**src/rtl/regfile_wb_sched_if.sv**
```systemverilog
// Write-back request, register-file write port, forwarding and status bundle.
// Latency: none, pure signal grouping.
// Backpressure: the producer holds a request until wb_ready is seen high on a rising edge.
interface regfile_wb_sched_if;
  // Write-back request
  logic        wb_valid;
  logic        wb_ready;
  logic [3:0]  icode;
  logic        cnd;
  logic [3:0]  dstE;
  logic [3:0]  dstM;
  logic [63:0] valE;
  logic [63:0] valM;
  // Register file write port
  logic        rf_we;
  logic [3:0]  rf_waddr;
  logic [63:0] rf_wdata;
  // Decode-stage forwarding lookup
  logic [3:0]  srcA;
  logic [3:0]  srcB;
  logic        fwdA_hit;
  logic        fwdB_hit;
  logic [63:0] fwdA_val;
  logic [63:0] fwdB_val;
  // Status
  logic        busy;

  // Request producer / lookup side
  modport master (
    output wb_valid, icode, cnd, dstE, dstM, valE, valM, srcA, srcB,
    input  wb_ready, rf_we, rf_waddr, rf_wdata,
    input  fwdA_hit, fwdB_hit, fwdA_val, fwdB_val, busy
  );

  // Scheduler side
  modport slave (
    input  wb_valid, icode, cnd, dstE, dstM, valE, valM, srcA, srcB,
    output wb_ready, rf_we, rf_waddr, rf_wdata,
    output fwdA_hit, fwdB_hit, fwdA_val, fwdB_val, busy
  );
endinterface

```
**src/rtl/regfile_wb_sched.sv**
```systemverilog
// Serialises the E and M results of one write-back request onto a single register-file write port.
// Latency: first write registered one cycle after accept; a second write follows on the next cycle.
// Backpressure: wb_ready is high only in IDLE outside reset, so a request blocks for 0, 1 or 2 cycles.
module regfile_wb_sched #(
  parameter logic [3:0] NONE_REG = 4'hF,
  parameter int         NREG     = 15
) (
  input logic             clk,
  input logic             rst,
  regfile_wb_sched_if.slave wb
);

  // Register count widened by one bit so NREG=16 still compares correctly
  localparam logic [4:0] NREG_W = 5'(NREG);

  typedef enum logic [1:0] {
    S_IDLE = 2'd0,
    S_WR_E = 2'd1,
    S_WR_M = 2'd2
  } state_t;

  state_t      r_state;
  logic        r_we;
  logic [3:0]  r_waddr;
  logic [63:0] r_wdata;

  // Request fields captured on the accept edge
  logic [3:0]  r_icode;
  logic        r_cnd;
  logic [3:0]  r_dstE;
  logic [3:0]  r_dstM;
  logic [63:0] r_valE;
  logic [63:0] r_valM;

  logic        w_ready;
  logic        w_accept;
  logic        w_in_e_need;
  logic        w_in_m_need;
  logic        w_lat_e_need;
  logic        w_lat_m_need;
  logic        w_pend_e;
  logic        w_pend_m;
  logic        w_fwdA_hit;
  logic        w_fwdB_hit;
  logic [63:0] w_fwdA_val;
  logic [63:0] w_fwdB_val;

  // A destination is writable when it is a real register; out-of-range IDs are dropped.
  function automatic logic f_dst_ok(input logic [3:0] d);
    return (d != NONE_REG) && ({1'b0, d} < NREG_W);
  endfunction

  // E is suppressed for a failed cmovxx and when M targets the same register (valM wins).
  function automatic logic f_e_need(input logic [3:0] ic, input logic c,
                                    input logic [3:0] de, input logic [3:0] dm);
    return f_dst_ok(de) && !((ic == 4'h2) && !c) && (de != dm);
  endfunction

  // Handshake and write-need decode for both the incoming and the latched request
  always_comb begin
    w_ready      = !rst && (r_state == S_IDLE);
    w_accept     = wb.wb_valid && w_ready;
    w_in_e_need  = f_e_need(wb.icode, wb.cnd, wb.dstE, wb.dstM);
    w_in_m_need  = f_dst_ok(wb.dstM);
    w_lat_e_need = f_e_need(r_icode, r_cnd, r_dstE, r_dstM);
    w_lat_m_need = f_dst_ok(r_dstM);
  end

  // Scheduler FSM with registered write-port outputs
  always_ff @(posedge clk) begin
    if (rst) begin
      r_state <= S_IDLE;
      r_we    <= 1'b0;
      r_waddr <= NONE_REG;
      r_wdata <= 64'd0;
      r_icode <= 4'd0;
      r_cnd   <= 1'b0;
      r_dstE  <= NONE_REG;
      r_dstM  <= NONE_REG;
      r_valE  <= 64'd0;
      r_valM  <= 64'd0;
    end else begin
      case (r_state)
        S_IDLE: begin
          r_we <= 1'b0;
          if (w_accept) begin
            r_icode <= wb.icode;
            r_cnd   <= wb.cnd;
            r_dstE  <= wb.dstE;
            r_dstM  <= wb.dstM;
            r_valE  <= wb.valE;
            r_valM  <= wb.valM;
            if (w_in_e_need) begin
              r_state <= S_WR_E;
              r_we    <= 1'b1;
              r_waddr <= wb.dstE;
              r_wdata <= wb.valE;
            end else if (w_in_m_need) begin
              r_state <= S_WR_M;
              r_we    <= 1'b1;
              r_waddr <= wb.dstM;
              r_wdata <= wb.valM;
            end
          end
        end
        S_WR_E: begin
          if (w_lat_m_need) begin
            r_state <= S_WR_M;
            r_we    <= 1'b1;
            r_waddr <= r_dstM;
            r_wdata <= r_valM;
          end else begin
            r_state <= S_IDLE;
            r_we    <= 1'b0;
          end
        end
        S_WR_M: begin
          r_state <= S_IDLE;
          r_we    <= 1'b0;
        end
        default: begin
          r_state <= S_IDLE;
          r_we    <= 1'b0;
        end
      endcase
    end
  end

  // Forwarding over writes not yet retired, including the one on the port this cycle; M beats E
  always_comb begin
    w_pend_e   = !rst && (r_state == S_WR_E) && w_lat_e_need;
    w_pend_m   = !rst && w_lat_m_need &&
                 ((r_state == S_WR_E) || (r_state == S_WR_M));
    w_fwdA_hit = 1'b0;
    w_fwdA_val = 64'd0;
    w_fwdB_hit = 1'b0;
    w_fwdB_val = 64'd0;
    if (wb.srcA != NONE_REG) begin
      if (w_pend_m && (wb.srcA == r_dstM)) begin
        w_fwdA_hit = 1'b1;
        w_fwdA_val = r_valM;
      end else if (w_pend_e && (wb.srcA == r_dstE)) begin
        w_fwdA_hit = 1'b1;
        w_fwdA_val = r_valE;
      end
    end
    if (wb.srcB != NONE_REG) begin
      if (w_pend_m && (wb.srcB == r_dstM)) begin
        w_fwdB_hit = 1'b1;
        w_fwdB_val = r_valM;
      end else if (w_pend_e && (wb.srcB == r_dstE)) begin
        w_fwdB_hit = 1'b1;
        w_fwdB_val = r_valE;
      end
    end
  end

  assign wb.wb_ready = w_ready;
  assign wb.busy     = !rst && (r_state != S_IDLE);
  assign wb.rf_we    = r_we;
  assign wb.rf_waddr = r_waddr;
  assign wb.rf_wdata = r_wdata;
  assign wb.fwdA_hit = w_fwdA_hit;
  assign wb.fwdB_hit = w_fwdB_hit;
  assign wb.fwdA_val = w_fwdA_val;
  assign wb.fwdB_val = w_fwdB_val;

endmodule

```
**src/flat_wrapper.sv**
```systemverilog
// flat-port wrapper written by rule: the top's interface ports become plain ports
module regfile_wb_sched_flat 
#(
  parameter logic [3:0] NONE_REG = 4'hF,
  parameter int         NREG     = 15
)
  (clk, rst, wb_wb_valid, wb_icode, wb_cnd, wb_dstE, wb_dstM, wb_valE, wb_valM, wb_srcA, wb_srcB, wb_wb_ready, wb_rf_we, wb_rf_waddr, wb_rf_wdata, wb_fwdA_hit, wb_fwdB_hit, wb_fwdA_val, wb_fwdB_val, wb_busy);
  regfile_wb_sched_if wb_i ();
  input logic clk;
  input logic rst;
  input wire logic [$bits(wb_i.wb_valid)-1:0] wb_wb_valid;
  input wire logic [$bits(wb_i.icode)-1:0] wb_icode;
  input wire logic [$bits(wb_i.cnd)-1:0] wb_cnd;
  input wire logic [$bits(wb_i.dstE)-1:0] wb_dstE;
  input wire logic [$bits(wb_i.dstM)-1:0] wb_dstM;
  input wire logic [$bits(wb_i.valE)-1:0] wb_valE;
  input wire logic [$bits(wb_i.valM)-1:0] wb_valM;
  input wire logic [$bits(wb_i.srcA)-1:0] wb_srcA;
  input wire logic [$bits(wb_i.srcB)-1:0] wb_srcB;
  output wire logic [$bits(wb_i.wb_ready)-1:0] wb_wb_ready;
  output wire logic [$bits(wb_i.rf_we)-1:0] wb_rf_we;
  output wire logic [$bits(wb_i.rf_waddr)-1:0] wb_rf_waddr;
  output wire logic [$bits(wb_i.rf_wdata)-1:0] wb_rf_wdata;
  output wire logic [$bits(wb_i.fwdA_hit)-1:0] wb_fwdA_hit;
  output wire logic [$bits(wb_i.fwdB_hit)-1:0] wb_fwdB_hit;
  output wire logic [$bits(wb_i.fwdA_val)-1:0] wb_fwdA_val;
  output wire logic [$bits(wb_i.fwdB_val)-1:0] wb_fwdB_val;
  output wire logic [$bits(wb_i.busy)-1:0] wb_busy;
  assign wb_i.wb_valid = wb_wb_valid;
  assign wb_i.icode = wb_icode;
  assign wb_i.cnd = wb_cnd;
  assign wb_i.dstE = wb_dstE;
  assign wb_i.dstM = wb_dstM;
  assign wb_i.valE = wb_valE;
  assign wb_i.valM = wb_valM;
  assign wb_i.srcA = wb_srcA;
  assign wb_i.srcB = wb_srcB;
  assign wb_wb_ready = wb_i.wb_ready;
  assign wb_rf_we = wb_i.rf_we;
  assign wb_rf_waddr = wb_i.rf_waddr;
  assign wb_rf_wdata = wb_i.rf_wdata;
  assign wb_fwdA_hit = wb_i.fwdA_hit;
  assign wb_fwdB_hit = wb_i.fwdB_hit;
  assign wb_fwdA_val = wb_i.fwdA_val;
  assign wb_fwdB_val = wb_i.fwdB_val;
  assign wb_busy = wb_i.busy;
  regfile_wb_sched #(.NONE_REG(NONE_REG), .NREG(NREG)) u_core (.clk(clk), .rst(rst), .wb(wb_i));
endmodule
```
**config.mk**
```make
export PLATFORM = sky130hd
export DESIGN_NAME = regfile_wb_sched_flat
export DESIGN_NICKNAME = d
export VERILOG_FILES = /design/src/rtl/regfile_wb_sched_if.sv /design/src/rtl/regfile_wb_sched.sv /design/src/flat_wrapper.sv
export SDC_FILE = /design/constraint.sdc
export NUM_CORES = 1
export LEC_CHECK = 0
export ABC_CLOCK_PERIOD_IN_PS = 6100
export CAP_MARGIN = 10
export CORE_UTILIZATION = 51
export CTS_CLUSTER_DIAMETER = 120
export CTS_CLUSTER_SIZE = 25
export DETAILED_ROUTE_END_ITERATION = 16
export PLACE_DENSITY = 0.89
export SYNTH_ARGS = -nofsm -noshare
export SYNTH_HDL_FRONTEND = slang
export SYNTH_SLANG_ARGS = --single-unit
export TNS_END_PERCENT = 10
```
**constraint.sdc**
```tcl
create_clock -name clk -period 6.1 [get_ports clk]
set_clock_uncertainty 0.1 [all_clocks]
set_input_delay 0.61 -clock clk [delete_from_list [all_inputs] [get_ports clk]]
set_output_delay 0.61 -clock clk [all_outputs]
set_load 0.01 [all_outputs]
```
* After elaboration in Yosys (flattened, before gate mapping) *
Cells that the tools add are included.

operators by class
  $add $sub $neg = 0
  multipliers = 0
  divide/modulo/power cells = 0
  $lt $le $gt $ge = 4
  equality and inequality tests = 19
  shifts and indexed selects = 0
  multiplexer cells = 32
  bitwise operators = 0
  reductions and logical operators = 33

operators by type and width
  operator                                               count
  two-way mux 64 bit                                     10
  case mux 64 bit (2 select lines)                       1
  inequality test 4 bit, second input constant           6
  logical AND 1 bit                                      21
  equality test 4 bit                                    4
  < comparator 4 bit, second input constant              4
  two-way mux 4 bit                                      4
  two-way mux 1 bit                                      10
  equality test 4 x 2 -> 1 bit, second input constant    2
  two-way mux 2 bit                                      4
  inequality test 4 bit                                  2
  case mux 4 bit (2 select lines)                        1
  logical NOT 1 bit                                      5
  inequality test 2 x 1 -> 1 bit, second input constant  2
  case mux 2 bit (2 select lines)                        1
  AND reduction 2 bit                                    2
  AND reduction 4 bit                                    1
  nonzero test 2 bit                                     2
  inequality test 3 x 1 -> 1 bit, second input constant  1
  equality test 2 x 1 -> 1 bit, second input constant    1
  equality test 2 bit, second input constant             1
  logical NOT 2 bit                                      1
  case mux 1 bit (2 select lines)                        1
  logical OR 1 bit                                       1

word-level totals
  bits in registers = 212
  latch bits = 0
  memory bits (writable) = 0
  bits in read-only memories = 0
  bits of input ports = 152
  output and inout bits = 201
  word-level logic and storage cells = 98
  memories kept = 0

* Depth between registers and ports, before layout *
Gate-level depths: netlist (run 1).

  depth in word-level cells = 10
  depth in mapped cells = 11
  mapped depth without buffers = 7

* Worst setup path before layout (run 1) *
Ideal clock, no wire load.

  kind = reg-to-output
  start point = register u_core.r_state[1]
  end point = output wb_fwdB_val[13]
  data arrival time = 1.941 ns
  required time = 5.390 ns
  slack = 3.449 ns
  stages on the path, launching flop included = 11
  buffers on the path = 3
  cell sequence = dfxtp_1 > inv_1 > ha_1 > clkbuf_1 > inv_1 > nor2_1 > nand4_1 > nor2_1 > clkbuf_1 > buf_1 > a22o_1

between the ends
  word-level cells in the longest chain between the ends = 7
  elaborated cells between the ends (all ways) = 11

ends and longest elaborated chain
  what                             RTL line                                          text
  start: declaration               regfile_wb_sched.sv:22                            state_t r_state;
  start signal: assignment         regfile_wb_sched.sv:72                            r_state <= S_IDLE;
  start signal: assignment         regfile_wb_sched.sv:94                            r_state <= S_WR_E;
  start signal: assignment         regfile_wb_sched.sv:99                            r_state <= S_WR_M;
  equality test 2 x 1 -> 1 bit     regfile_wb_sched.sv:131, regfile_wb_sched.sv:133
  logical AND 1 bit (2 in series)  regfile_wb_sched.sv:131                           w_pend_e = !rst && (r_state == S_WR_E) && w_lat_e_need;
  logical AND 1 bit                regfile_wb_sched.sv:151                           end else if (w_pend_e && (wb.srcB == r_dstE)) begin
  two-way mux 64 bit               regfile_wb_sched.sv:151
  two-way mux 64 bit (*)           regfile_wb_sched.sv:148                           if (w_pend_m && (wb.srcB == r_dstM)) begin
  two-way mux 64 bit (*)           regfile_wb_sched.sv:147                           if (wb.srcB != NONE_REG) begin
  end: declaration                 flat_wrapper.sv:27                                output wire logic [$bits(wb_i.fwdB_val)-1:0] wb_fwdB_val;

Mark *: on every way between the ends. The rest lies on a longest branch, timed or not.

* Worst setup path in the final report (run 1) *
  start point = register u_core.r_dstM[0]
  end point = output wb_fwdA_val[42]

between the ends
  word-level cells in the longest chain between the ends = 7
  elaborated cells between the ends (all ways) = 14

ends and longest elaborated chain
  what                                                     RTL line                                          text
  start: declaration                                       regfile_wb_sched.sv:31                            logic [3:0] r_dstM;
  start signal: assignment                                 regfile_wb_sched.sv:90                            r_dstM <= wb.dstM;
  < comparator 4 bit (tied with other cells)               regfile_wb_sched.sv:50                            return (d != NONE_REG) && ({1'b0, d} < NREG_W);
  logical AND 1 bit, on equally long branches              regfile_wb_sched.sv:50, regfile_wb_sched.sv:56
  logical AND 1 bit, on equally long branches              regfile_wb_sched.sv:132, regfile_wb_sched.sv:131
  logical AND 1 bit, on equally long branches              regfile_wb_sched.sv:132, regfile_wb_sched.sv:142
  logical AND 1 bit or two-way mux 64 bit (tied branches)  regfile_wb_sched.sv:139, regfile_wb_sched.sv:142
  two-way mux 64 bit (*)                                   regfile_wb_sched.sv:139                           if (w_pend_m && (wb.srcA == r_dstM)) begin
  two-way mux 64 bit (*)                                   regfile_wb_sched.sv:138                           if (wb.srcA != NONE_REG) begin
  end: declaration                                         flat_wrapper.sv:26                                output wire logic [$bits(wb_i.fwdA_val)-1:0] wb_fwdA_val;

Marked as above.

==> impl_metrics.json, run 1 <==
{
  "crit_type": "reg -> out",
  "fin_cells": 1969,
  "path_clk_slew_ns": 0.10,
  "cts-root-buf": "clkbuf_16",
  "crit_fanout": 33,
  "drcViolationCount": 0,
  "cp.depth": 7,
  "postSynthAreaPerCell_um2": 7.780,
  "grt_pass1_vias": 10917,
  "hpwlAfterDp_mm": 24.69,
  "first_iter_violations": 749,
  "synthArstFlopShare_pct": 0,
  "cp_top_family": "simple AND/OR/NAND/NOR gates",
  "fin_area_um2": 15160,
  "wl_met3_mm": 3.306,
  "finalSetupTns_ns": 0,
  "synth_edf_count": 0,
  "yosys_warnings": 0,
  "synth_area_um2": 11400,
  "antenna_found_initial": 4,
  "numCtsBuffers": 12,
  "place.gp.congestion": 0.8941,
  "fmax_mhz": 236.5,
  "final_cell_mix": "clkdlybuf4s50_1 (351), o21ai_0 (227), dfxtp_1 (212)",
  "cts_resized": 0,
  "cts_tree": "yes",
  "synth_area_leaders": "dfxtp_1 (37%), o21ai_0 (10%), a22o_1 (9.8%), nand2b_1 (7.3%), nand2_1 (4.9%)",
  "ys.flop_type": "dfxtp_1",
  "max_stage_delay_ns": 0.76,
  "synthDistinctLibCells": 35,
  "highest_layer": "met4",
  "initial_core_util_pct": 52.07,
  "worstPathRequired_ns": 5.39,
  "run_status": "finished, final reports clean",
  "cts_hold_buffers": 0,
  "numPlacedInstances": 1950,
  "wl_met1_mm": 15.64,
  "placed_cell_area_um2": 14800,
  "cp_data_arrival_time_ns": 3.52,
  "post_cts.repair.setup_buffers": 0,
  "hold_violations": 0,
  "vias": 11855,
  "regArea_um2": 4244,
  "start_kind": "flip-flop",
  "critical-path-top-cell-by-count": "nand4_1",
  "vias_per_cell": 6.021,
  "tightest_slew_ns": 1.105,
  "path_cells": "xnor2_1 -> nand4_1 -> nand4_1 -> nor2_4 -> buf_4 -> a22o_1 -> clkdlybuf4s50_1",
  "max_slew_margin_pct": 26.32,
  "slowest_stage": "nor2_4",
  "rows": 54,
  "layout_commonest_cell": "clkdlybuf4s50_1",
  "fillers": 1781,
  "critPathBufInv": 2,
  "worst-r2r-cell-count": 8,
  "boundaryPins": 353,
  "yosysSeqAreaShare_pct": 37.23,
  "grt_max_degree": 125,
  "dieArea_um2": 22950,
  "endpoint_kind": "output pin",
  "fin_crit_sh_pct": 69.33,
  "clk_path_buf_depth": 3,
  "irDropWorstVdd_v": 0.0001547,
  "hold_ws_ns": 0.3794,
  "wl_met2_mm": 18.27,
  "syn-num-nets": 1619,
  "wire_per_inst_um": 19.85,
  "track_usage_pct": 32.99,
  "min_period_ns": 4.229,
  "synth_area_leader_cell": "dfxtp_1",
  "detail-route-antenna-nets": 0,
  "drive_gt1_share_pct": 2.791,
  "grt_pass1_wl_mm": 59.77,
  "slew_violations": 0,
  "synth_seq_cells": 212,
  "setup_viol": 0,
  "grt_overflow": 0,
  "multiInputGateArea_um2": 6551,
  "whs_path_depth": 2,
  "maxCapViolCount": 0,
  "drt_wl_total_mm": 39.08,
  "min_path_type": "reg -> reg",
  "htreeDepth": 1,
  "syn_inst": 1465,
  "port_buffers": 352,
  "die_y_um": 151.5,
  "insertion_delay_ns": 0.48,
  "die_w_um": 151.5,
  "ff2ff_setup_slack_ns": 2.81,
  "synth_top_area_share_pct": 37.23,
  "syn_to_final_growth_pct": 32.96,
  "nets": 1838,
  "first_pass_iters": 5,
  "coreArea_um2": 21890,
  "leakage_nw": 5.328,
  "rsz0062_at_grt": "false",
  "p_per_area_nw_per_um2": 265.0,
  "cts.sinks": 212
}
## worst paths after layout
kind                           from                    end
hold reg to reg   u_core.r_icode[0]      u_core.r_icode[0]
hold / removal    u_core.r_icode[0]      u_core.r_icode[0]
setup / recovery   u_core.r_dstM[0]        wb_fwdA_val[42]
setup reg to reg  u_core.r_state[1]  u_core.wb.rf_wdata[8]
## metal layers
metal,vias to the layer above,GRT usage [%]
met5,-,0
met2,571,53.77
met1,5540,42.38
met4,0,16.34
li1,5638,-
met3,106,5.180
## worst register-to-register path, cell delays in order (launching register included)
cell and delay, ns:
dfxtp_1 0.31, inv_1 0.10, ha_2 0.20, buf_4 0.70, nand2_1 0.23, a21boi_4 0.25, buf_4 0.49, or4_1 0.69
o21ai_0 0.15
## synthesized netlist by cell type (2+ instances only)
library cell	n
nand4_1	11
or4_1	64
a22o_1	128
a31oi_1	65
nand2_1	148
dfxtp_1	212
o21ai_0	227
nor2b_1	65
or2_2	3
inv_1	3
ha_1	2
a211o_1	3
xnor2_1	24
o21a_1	6
buf_6	4
a21oi_1	3
nand3b_1	2
nor2_1	81
buf_1	19
mux2i_1	3
a21boi_0	64
buf_2	6
nand2b_1	133
clkbuf_1	134
o21ai_1	45
## where the power goes
part | switching (mW) | total, mW | internal (mW)
Combinational | 0.703 | 1.31 | 0.608
Clock | 0.475 | 0.864 | 0.388
Sequential | 0.212 | 1.84 | 1.63
## flip-flops by register name, indices dropped and copies added (netlist names)
register,flops
u_core.r_valM,64
u_core.r_dstM,4
u_core.r_cnd,1
u_core.r_dstE,4
u_core.wb.rf_wdata,64
u_core.wb.rf_we,1
u_core.wb.rf_waddr,4
u_core.r_state,2
u_core.r_valE,64
u_core.r_icode,4
## layout make-up
class | count | share of cell area (%)
Antenna cell | 5 | 0.08256
Clock buffer | 13 | 2.146
Clock inverter | 1 | 0.1073
Inverter | 3 | 0.07430
Multi-Input combinational cell | 1087 | 43.23
Sequential cell | 212 | 28.00
Tap cell | 280 | 2.312
Timing Repair Buffer | 368 | 24.05
## kinds of logic (layout without fill, tap and decap cells)
group / after synthesis / in the layout / synth area share (%)
other: 0 / 5 / 0
XOR/XNOR: 24 / 24 / 1.844
AND/OR/NAND/NOR: 512 / 512 / 23.83
adder cells (fa/ha/maj): 2 / 2 / 0.2195
buffers and inverters: 166 / 385 / 5.796
multiplexers: 3 / 3 / 0.2635
flip-flops: 212 / 212 / 37.23
AO/OA/AOI/OAI: 546 / 546 / 30.81
## through the flow
stage	util, %	total power [mW]	setup slack (ns)
2_1_floorplan	-	2.571	3.449
3_3_place_gp	67.62	3.126	2.026
3_5_place_dp	67.62	3.161	1.954
4_1_cts	69.18	4.016	1.919
5_1_grt	69.21	4.227	1.641
6_report	69.23	4.016	1.871
Power figures use the tool's default switching activity.
==> run 2: changes to the inputs <==
--- a/config.mk
+++ b/config.mk
@@ -5,13 +5,13 @@
 export SDC_FILE = /design/constraint.sdc
 export NUM_CORES = 1
 export LEC_CHECK = 0
-export ABC_CLOCK_PERIOD_IN_PS = 6100
+export ABC_CLOCK_PERIOD_IN_PS = 3400
 export CAP_MARGIN = 10
-export CORE_UTILIZATION = 51
+export CORE_UTILIZATION = 43
 export CTS_CLUSTER_DIAMETER = 120
 export CTS_CLUSTER_SIZE = 25
 export DETAILED_ROUTE_END_ITERATION = 16
-export PLACE_DENSITY = 0.89
+export PLACE_DENSITY = 0.81
 export SYNTH_ARGS = -nofsm -noshare
 export SYNTH_HDL_FRONTEND = slang
 export SYNTH_SLANG_ARGS = --single-unit
==> constraint.sdc (replaced) <==
create_clock -name clk -period 3.4 [get_ports clk]
set_clock_uncertainty 0.1 [all_clocks]
set_input_delay 0.34 -clock clk [delete_from_list [all_inputs] [get_ports clk]]
set_output_delay 0.34 -clock clk [all_outputs]
set_load 0.01 [all_outputs]
==> impl_metrics.json, run 2 (synthesized netlist as in run 1, its figures left out) <==
{
  "cts-root-buf": "clkbuf_16",
  "setup_viol": 0,
  "path_clk_slew_ns": 0.10,
  "placed_cell_area_um2": 15010,
  "hold_ws_ns": 0.3328,
  "grt_pass1_wl_mm": 59.02,
  "hpwlAfterDp_mm": 25.18,
  "regArea_um2": 4244,
  "place.gp.congestion": 0.8543,
  "crit_fanout": 32,
  "grt_overflow": 0,
  "boundaryPins": 353,
  "dieArea_um2": 27160,
  "min_path_type": "in -> reg",
  "fillers": 2334,
  "drive_gt1_share_pct": 3.249,
  "numCtsBuffers": 12,
  "leakage_nw": 5.397,
  "vias": 11679,
  "min_period_ns": 3.242,
  "syn_to_final_growth_pct": 34.84,
  "p_per_area_nw_per_um2": 468.4,
  "cts.sinks": 212,
  "grt_pass1_vias": 11004,
  "rsz0062_at_grt": "false",
  "drt_wl_total_mm": 37.76,
  "vias_per_cell": 5.753,
  "endpoint_kind": "output pin",
  "r2r_start": "u_core.r_state[1]",
  "post_cts.repair.setup_buffers": 0,
  "detail-route-antenna-nets": 0,
  "multiInputGateArea_um2": 6551,
  "nets": 1847,
  "tightest_slew_ns": 1.098,
  "die_y_um": 164.8,
  "fin_area_um2": 15370,
  "track_usage_pct": 26.92,
  "max_slew_margin_pct": 26.78,
  "first_pass_iters": 5,
  "pre_cts_ws_ns": 0.4321,
  "rows": 59,
  "maxCapViolCount": 0,
  "run_status": "finished, final reports clean",
  "start_kind": "flip-flop",
  "final_cell_mix": "clkdlybuf4s50_1 (351), o21ai_0 (227), dfxtp_1 (212)",
  "layout_commonest_cell": "clkdlybuf4s50_1",
  "fin_ws_ns": 0.1578,
  "htreeDepth": 1,
  "first_iter_violations": 878,
  "coreArea_um2": 26060,
  "crit_type": "reg -> out",
  "die_w_um": 164.8,
  "wire_per_inst_um": 18.60,
  "cts_tree": "yes",
  "irDropWorstVdd_v": 0.0003543,
  "grt_max_degree": 145,
  "drcViolationCount": 0,
  "hold_start": "wb_valM[27]",
  "fin_crit_sh_pct": 95.36,
  "insertion_delay_ns": 0.47,
  "finalSetupTns_ns": 0,
  "fmax_mhz": 308.4,
  "port_buffers": 352,
  "clk_path_buf_depth": 3,
  "hold_violations": 0,
  "antenna_found_initial": 2,
  "cp_data_arrival_time_ns": 2.80,
  "cp-startpoint": "u_core.r_dstM[1]",
  "slew_violations": 0,
  "initial_core_util_pct": 43.74,
  "worstPathRequired_ns": 2.96
}
## run 2: cell type report
type / count / area share (%)
repair buffers: 377 / 24.71
diodes: 2 / 0.03256
multi-input cells: 1087 / 42.62
inverters: 3 / 0.07327
flip-flops and latches: 212 / 27.61
well taps: 335 / 2.727
clock buffers: 13 / 2.117
clock inverters: 1 / 0.1058
## run 2: what timing repair did
action,in CTS,in global routing
endpoints found under the setup margin,0,34
hold endpoints to repair,2,0
hold buffers,1,0
gates resized for setup,0,2
## run 2: final timing paths
kind                                                to  slack (ns)  cells past startpoint
worst min register to register       u_core.r_icode[2]        0.38                      2
worst max-delay path                   wb_fwdA_val[39]        0.16                      7
worst min-delay path                 u_core.r_valM[27]        0.33                      3
worst max register to register  u_core.wb.rf_wdata[16]        0.43                      8
## run 2: critical path: stages, from the launching register on
cell and delay, ns:
dfxtp_1 0.54, xnor2_1 0.11, nand4_1 0.11, nand4_1 0.24
nor2_4 0.19, buf_4 0.36, a22o_1 0.20, clkdlybuf4s50_1 0.54
## run 2: where the power goes
| part | total (mW) | switching, mW | internal, mW |
|---|---|---|---|
| Clock | 1.54 | 0.847 | 0.697 |
| Sequential | 3.28 | 0.356 | 2.92 |
| Combinational | 2.38 | 1.26 | 1.12 |
## run 2: through the flow
step	util, %	total power [mW]	instances
after floorplan	-	4.612	1465
after global placement	57.58	5.627	2013
after detailed placement	57.58	5.685	2013
after CTS	58.93	7.227	2028
after global routing	58.97	7.616	2029
final	58.98	7.200	2030
## run 2: per-layer routing
layer	part of all wire, %	global-route usage (%)	routed length, um
met5	0	0	0
met2	47	45.09	17810
met4	4.3	12.14	1639
met1	42	33.60	15830
met3	6.6	4.721	2483
